<file path="src/rtl/hyperCord_pkg.sv">
// Shared types, width defaults and saturation helpers for the hyperbolic CORDIC datapath.
// HYPERCORD_ADDSUB_SAT_EN selects saturating instead of wrapping results in fixed_addsub_lane.
package hyperCord_pkg;

  localparam int I_SIGN_WIDTH = 1;
  localparam int I_INT_WIDTH  = 3;
  localparam int I_FRA_WIDTH  = 12;
  localparam int IDWIDTH      = I_SIGN_WIDTH + I_INT_WIDTH + I_FRA_WIDTH;

  localparam int ADDSUB_PIPE_MIN = 1;
  localparam int ADDSUB_PIPE_MAX = 4;

  typedef enum logic {
    ADD = 1'b0,
    SUB = 1'b1
  } addsub_mode_e;

  // Returned 64 bits wide; callers keep the low DWIDTH bits.
  function automatic logic [63:0] sat_max(input int dw);
    logic [63:0] r;
    r = '0;
    for (int i = 0; i < 63; i++) begin
      if (i < dw - 1) r[i] = 1'b1;
    end
    return r;
  endfunction

  function automatic logic [63:0] sat_min(input int dw);
    logic [63:0] r;
    r = '0;
    for (int i = 0; i < 64; i++) begin
      if (i == dw - 1) r[i] = 1'b1;
    end
    return r;
  endfunction

endpackage

</file>
<file path="src/rtl/fixed_addsub_lane.sv">
// Combinational single-lane two's-complement add/sub with signed overflow detection.
// With HYPERCORD_ADDSUB_SAT_EN defined an overflowing lane saturates; otherwise it wraps.
module fixed_addsub_lane
  import hyperCord_pkg::*;
#(
  parameter int DWIDTH = IDWIDTH
) (
  input  logic              iMode,
  input  logic [DWIDTH-1:0] iA,
  input  logic [DWIDTH-1:0] iB,
  output logic [DWIDTH-1:0] oSum,
  output logic              oOvf
);

  logic              w_sub;
  logic [DWIDTH:0]   w_aExt;
  logic [DWIDTH:0]   w_bExt;
  logic [DWIDTH:0]   w_sum;

  // Subtraction reuses the adder: invert B and inject the +1 as carry-in.
  assign w_sub  = (addsub_mode_e'(iMode) == SUB);
  assign w_aExt = {iA[DWIDTH-1], iA};
  assign w_bExt = w_sub ? ~{iB[DWIDTH-1], iB} : {iB[DWIDTH-1], iB};
  assign w_sum  = w_aExt + w_bExt + {{DWIDTH{1'b0}}, w_sub};
  assign oOvf   = w_sum[DWIDTH] ^ w_sum[DWIDTH-1];

`ifdef HYPERCORD_ADDSUB_SAT_EN
  localparam logic [63:0] SAT_MAX = sat_max(DWIDTH);
  localparam logic [63:0] SAT_MIN = sat_min(DWIDTH);

  assign oSum = !oOvf         ? w_sum[DWIDTH-1:0] :
                w_sum[DWIDTH] ? SAT_MIN[DWIDTH-1:0] : SAT_MAX[DWIDTH-1:0];
`else
  assign oSum = w_sum[DWIDTH-1:0];
`endif

endmodule

</file>
<file path="src/rtl/fixed_addsub_pipe.sv">
// Pipelined multi-lane fixed-point add/sub with valid/ready handshake and per-lane overflow.
// Saturation is selected at build time by HYPERCORD_ADDSUB_SAT_EN.
module fixed_addsub_pipe
  import hyperCord_pkg::*;
#(
  parameter int INT_WIDTH  = I_INT_WIDTH,
  parameter int FRA_WIDTH  = I_FRA_WIDTH,
  parameter int SIGN_WIDTH = I_SIGN_WIDTH,
  parameter int DWIDTH     = IDWIDTH,
  parameter int LANES      = 1,
  parameter int PIPE       = 2
) (
  input  logic                    iClk,
  input  logic                    iRst_n,
  input  logic                    iValid,
  output logic                    oReady,
  input  logic [LANES-1:0]        iMode,
  input  logic [LANES*DWIDTH-1:0] iData1,
  input  logic [LANES*DWIDTH-1:0] iData2,
  output logic                    oValid,
  input  logic                    iReady,
  output logic [LANES*DWIDTH-1:0] oData,
  output logic [LANES-1:0]        oOvf
);

  if (SIGN_WIDTH != 1) begin : g_badSign
    $error("fixed_addsub_pipe: SIGN_WIDTH must be 1");
  end
  if (DWIDTH != SIGN_WIDTH + INT_WIDTH + FRA_WIDTH) begin : g_badWidth
    $error("fixed_addsub_pipe: DWIDTH must equal SIGN_WIDTH+INT_WIDTH+FRA_WIDTH");
  end
  if (PIPE < ADDSUB_PIPE_MIN || PIPE > ADDSUB_PIPE_MAX) begin : g_badPipe
    $error("fixed_addsub_pipe: PIPE out of range 1..4");
  end

  logic [LANES*DWIDTH-1:0] w_sum;
  logic [LANES-1:0]        w_ovf;
  logic [PIPE-1:0]         w_adv;

  logic [PIPE-1:0]         r_valid;
  logic [LANES*DWIDTH-1:0] r_data [PIPE];
  logic [LANES-1:0]        r_ovf  [PIPE];

  for (genvar k = 0; k < LANES; k++) begin : g_lane
    fixed_addsub_lane #(
      .DWIDTH (DWIDTH)
    ) u_lane (
      .iMode (iMode[k]),
      .iA    (iData1[k*DWIDTH +: DWIDTH]),
      .iB    (iData2[k*DWIDTH +: DWIDTH]),
      .oSum  (w_sum[k*DWIDTH +: DWIDTH]),
      .oOvf  (w_ovf[k])
    );
  end

  // A stage moves when any stage at or after it is empty, or the output is consumed.
  for (genvar s = 0; s < PIPE; s++) begin : g_adv
    assign w_adv[s] = iReady | ~(&r_valid[PIPE-1:s]);
  end

  assign oReady = w_adv[0];
  assign oValid = r_valid[PIPE-1];
  assign oData  = r_data[PIPE-1];
  assign oOvf   = r_ovf[PIPE-1];

  always_ff @(posedge iClk or negedge iRst_n) begin
    if (!iRst_n) begin
      r_valid <= '0;
      for (int s = 0; s < PIPE; s++) begin
        r_data[s] <= '0;
        r_ovf[s]  <= '0;
      end
    end else begin
      if (w_adv[0]) begin
        r_valid[0] <= iValid;
        if (iValid) begin
          r_data[0] <= w_sum;
          r_ovf[0]  <= w_ovf;
        end
      end
      for (int s = 1; s < PIPE; s++) begin
        if (w_adv[s]) begin
          r_valid[s] <= r_valid[s-1];
          r_data[s]  <= r_data[s-1];
          r_ovf[s]   <= r_ovf[s-1];
        end
      end
    end
  end

endmodule

</file>
<file path="config.mk">
export PLATFORM = sky130hd
export DESIGN_NAME = fixed_addsub_pipe
export DESIGN_NICKNAME = d
export VERILOG_FILES = /design/src/rtl/hyperCord_pkg.sv /design/src/rtl/fixed_addsub_lane.sv /design/src/rtl/fixed_addsub_pipe.sv
export SDC_FILE = /design/constraint.sdc
export NUM_CORES = 1
export LEC_CHECK = 0
export ABC_AREA = 1
export BUFFER_PORTS_ARGS = -buffer_cell sky130_fd_sc_hd__buf_2
export CORE_ASPECT_RATIO = 1.1
export CORE_UTILIZATION = 45
export CTS_BUF_LIST = sky130_fd_sc_hd__clkbuf_8
export DETAILED_ROUTE_END_ITERATION = 16
export PLACE_DENSITY = 0.74
export SETUP_SLACK_MARGIN = 0.05
export SYNTH_ARGS = -nofsm -noshare
export SYNTH_HDL_FRONTEND = slang
export SYNTH_HIERARCHICAL = 1
export SYNTH_SLANG_ARGS = --single-unit
</file>
<file path="constraint.sdc">
create_clock -name iClk -period 2.38 [get_ports iClk]
set_input_delay 0.357 -clock iClk [delete_from_list [all_inputs] [get_ports iClk]]
set_output_delay 0.357 -clock iClk [all_outputs]
set_load 0.02 [all_outputs]
</file>
==> out/results.tsv <==
metric	value	unit
first-pass GRT wire length	8.96	mm
clock sink count	36	
share of the core filled with cells in the final layout	0.516	
number of distinct library cells after synthesis	33	
Storage cell area	901	µm²
crit-path max FO	5	
final instance area	0.00300	mm²
Core Rows	29	
total setup buffers inserted after CTS	0	
post-synthesis to final-layout area growth	9.97	%
most common flop cell mapped by yosys	sky130_fd_sc_hd__dfrtp_1	
power per unit of standard cell area	723	mW/mm²
ranking of synthesized cells by area	sky130_fd_sc_hd__dfrtp_1 (33%), sky130_fd_sc_hd__nand2_1 (18%), sky130_fd_sc_hd__xor2_1 (7.1%)	
top-level port count	56	
number of buffers inserted during clock tree synthesis	5	
final setup skew	0.00531	ns
largest family of logic cells by synthesized area	simple AND/OR/NAND/NOR gates	
count of buffers inserted at the top-level ports	55	
Post-synth ARST share	1.00	
cells traversed along the worst timing path	buf_2, inv_2, nand2_2, and2_1, inv_1, fa_1, inv_1, nand2_1, nand2_1, and2_4, nand2_2, nand2_2, nand2_1, nand2_1, xor2_1, nand3_1, nand2_1	
overflow left after global routing	0	
flip-flop and latch count after synthesis	36	
number of nets with antenna violations after detailed routing	0	
number of max-capacitance violations reported	0	
leakage power summed over all cells	0.00174	µW
cell with the largest stage delay on the worst path	sky130_fd_sc_hd__fa_1	
number of DRC markers in iteration 0	109	
largest net degree at the start of global routing	37	
Initial Util	0.469	
insertion delay of the later-clocked pin in the worst-skew pair	0.28	ns
clock edge transition at the registers on the reported setup and hold paths	0.07	ns
xor/xnor share of the synthesized area	0.0804	
multiplexer share of the synthesized area	0	
drt drc	0	
number of vias after detailed routing	2214	
Max clock buf depth	2	
Setup TNS	0	ns
WP data required	2.60	ns
Worst Setup Slack post-DPL	0.0780	ns
placer congestion estimate	0.937	
layout filler cell count	612	
total track usage	0.170	
area share of the largest cell type after synthesis	0.331	
worst path arrival time	2.24	ns
multi-input logic area	0.00148	mm²
aggregate routed wire length	5.05	mm
Synthesis Warnings	6	
number of cells upsized or downsized after cts	0	
CTS H-tree depth	2	
post-synthesis share of cell area spent on and, or, nand and nor gates	0.346	
setup violators final	0	
worst vdd ir	338	µV
layout cells sized above 1	0.233	
Max-Slew Margin vs Limit	0.484	
most used standard cell by instance count after synthesis	sky130_fd_sc_hd__nand2_1	
maximum clock rate	0.496	GHz
estimated wirelength of the detail-placed design	3.96	mm
Tightest Pin Transition	0.774	ns
classification of the worst-slack hold path	input port to asynchronous set/reset pin	
Post-CTS Hold Buffers	0	
largest incremental delay on the critical path	0.39	ns
First-pass DRT Iterations	4	
height of the die	83.6	µm
cell area after synthesis	0.00272	mm²
placed instance area	0.00291	mm²
clock tree from TritonCTS	done	
Post-synth EDFFs	0	
crit end category	register	
Worst Slack Setup Final	0.362	ns
ant diodes	0	
status	complete, no violations	
Syn Inst Count	362	
ratio of final minimum period to clock period	0.848	
setup repair after global routing missed its margin	no	
commonest cells in the netlist	sky130_fd_sc_hd__nand2_1 (128), sky130_fd_sc_hd__dfrtp_1 (36), sky130_fd_sc_hd__nand3_1 (36), sky130_fd_sc_hd__inv_1 (31), sky130_fd_sc_hd__xor2_1 (22)	
# nets final	452	
post-layout power	2170	µW
adder-cell area share of the yosys netlist	0.0763	
Hold Vio Cnt, Final	0	
floorplan core area	0.00581	mm²
biggest area consumer among synthesized cells	sky130_fd_sc_hd__dfrtp_1	
Final min period	2.02	ns
antenna violations before repair	0	
max-slew violation total from the final report	0	
share of the yosys chip area belonging to registers	0.331	
CP startpoint kind	input port	
most common cell type on the critical path	sky130_fd_sc_hd__nand2_1	
category of the most critical setup path	input port to register	
Die ar.	0.00637	mm²
syn_nets	415	
die span in x	76.2	µm
Synth Area in Compound Gates	0.0418	
Root Buffer Master	sky130_fd_sc_hd__clkbuf_8	
detail-routed net length per standard cell	10.6	µm
Avg Inst Size Synth	7.52	µm²
number of global-route vias before repair	2111	
Via density	4.65	
## metal layers
layer  part of all wire  GRT usage  wire length [µm]
met4              0.014     0.0594                69
met2               0.47      0.302              2380
met3              0.033     0.0230               168
met5                  0          0                 0
met1               0.48      0.211              2440
## critical path: cells and delay by family
kind	cells	cell delay, ns
AND/OR/NAND/NOR	11	0.94
adder cells (fa/ha/maj)	1	0.39
buffers and inverters	4	0.35
XOR/XNOR	1	0.18
## path summary, 6_finish.rpt
check                           start    endpoint  slack (ns)  cells after the start
hold reg to reg            r_data[18]    oData[2]        0.47                      2
max in group asynchronous      iRst_n    oData[1]        1.74                      1
setup reg to reg           r_valid[1]   oData[15]        1.18                      4
hold / removal                 iRst_n    oData[2]        0.15                      1
min in group iClk              iReady   oData[12]        0.43                      4
setup / recovery                iMode  r_data[26]        0.36                     17
## registers in the layout (all words and copies together), names as in the netlist
name / count
r_valid: 2
oOvf: 1
r_ovf: 1
oData: 16
r_data: 16
## metrics by stage
step           instances  hold slack (ns)
2_1_floorplan        362           0.0614
3_3_place_gp         469            0.455
3_5_place_dp         469            0.457
4_1_cts              476            0.164
5_1_grt              476            0.200
6_report             476            0.146
## report_power, final
part | leakage (µW) | switching [µW] | internal (µW)
logic | 0.00125 | 557 | 335
clock network | 0.0000400 | 200 | 198
registers | 0.000444 | 93.3 | 783
## layout make-up
class / count / share of cell area
inverters: 34 / 0.0434
clock buffers: 5 / 0.0230
repair buffers: 57 / 0.101
multi-input cells: 265 / 0.495
well taps: 77 / 0.0322
clock inverters: 2 / 0.00418
flip-flops and latches: 36 / 0.301
## kinds of logic (layout without fill, tap and decap cells)
kind of cell               after synthesis  count (layout)
and+or+nand+nor                        206             206
buffers and inverters                   61              98
DFF                                     36              36
adders and majority gates               16              16
xor gates and xnor gates                25              25
AOI/OAI and AO/OA                       18              18
## cell usage in the layout (no fill, tap or decap), types with 2 or more instances in the layout
cell / instances
sky130_fd_sc_hd__inv_1: 31
sky130_fd_sc_hd__clkbuf_8: 5
sky130_fd_sc_hd__inv_2: 2
sky130_fd_sc_hd__buf_2: 55
sky130_fd_sc_hd__nand3_2: 9
sky130_fd_sc_hd__nor2_1: 14
sky130_fd_sc_hd__a21oi_1: 10
sky130_fd_sc_hd__xor2_1: 22
sky130_fd_sc_hd__and2_1: 2
sky130_fd_sc_hd__ha_1: 15
sky130_fd_sc_hd__nand2_1: 128
sky130_fd_sc_hd__nand3_1: 36
sky130_fd_sc_hd__dfrtp_1: 36
sky130_fd_sc_hd__xnor2_1: 3
sky130_fd_sc_hd__nand2_2: 9
sky130_fd_sc_hd__o21bai_1: 2
sky130_fd_sc_hd__a21o_1: 2
Note: power is estimated with default switching activity, not from simulation.
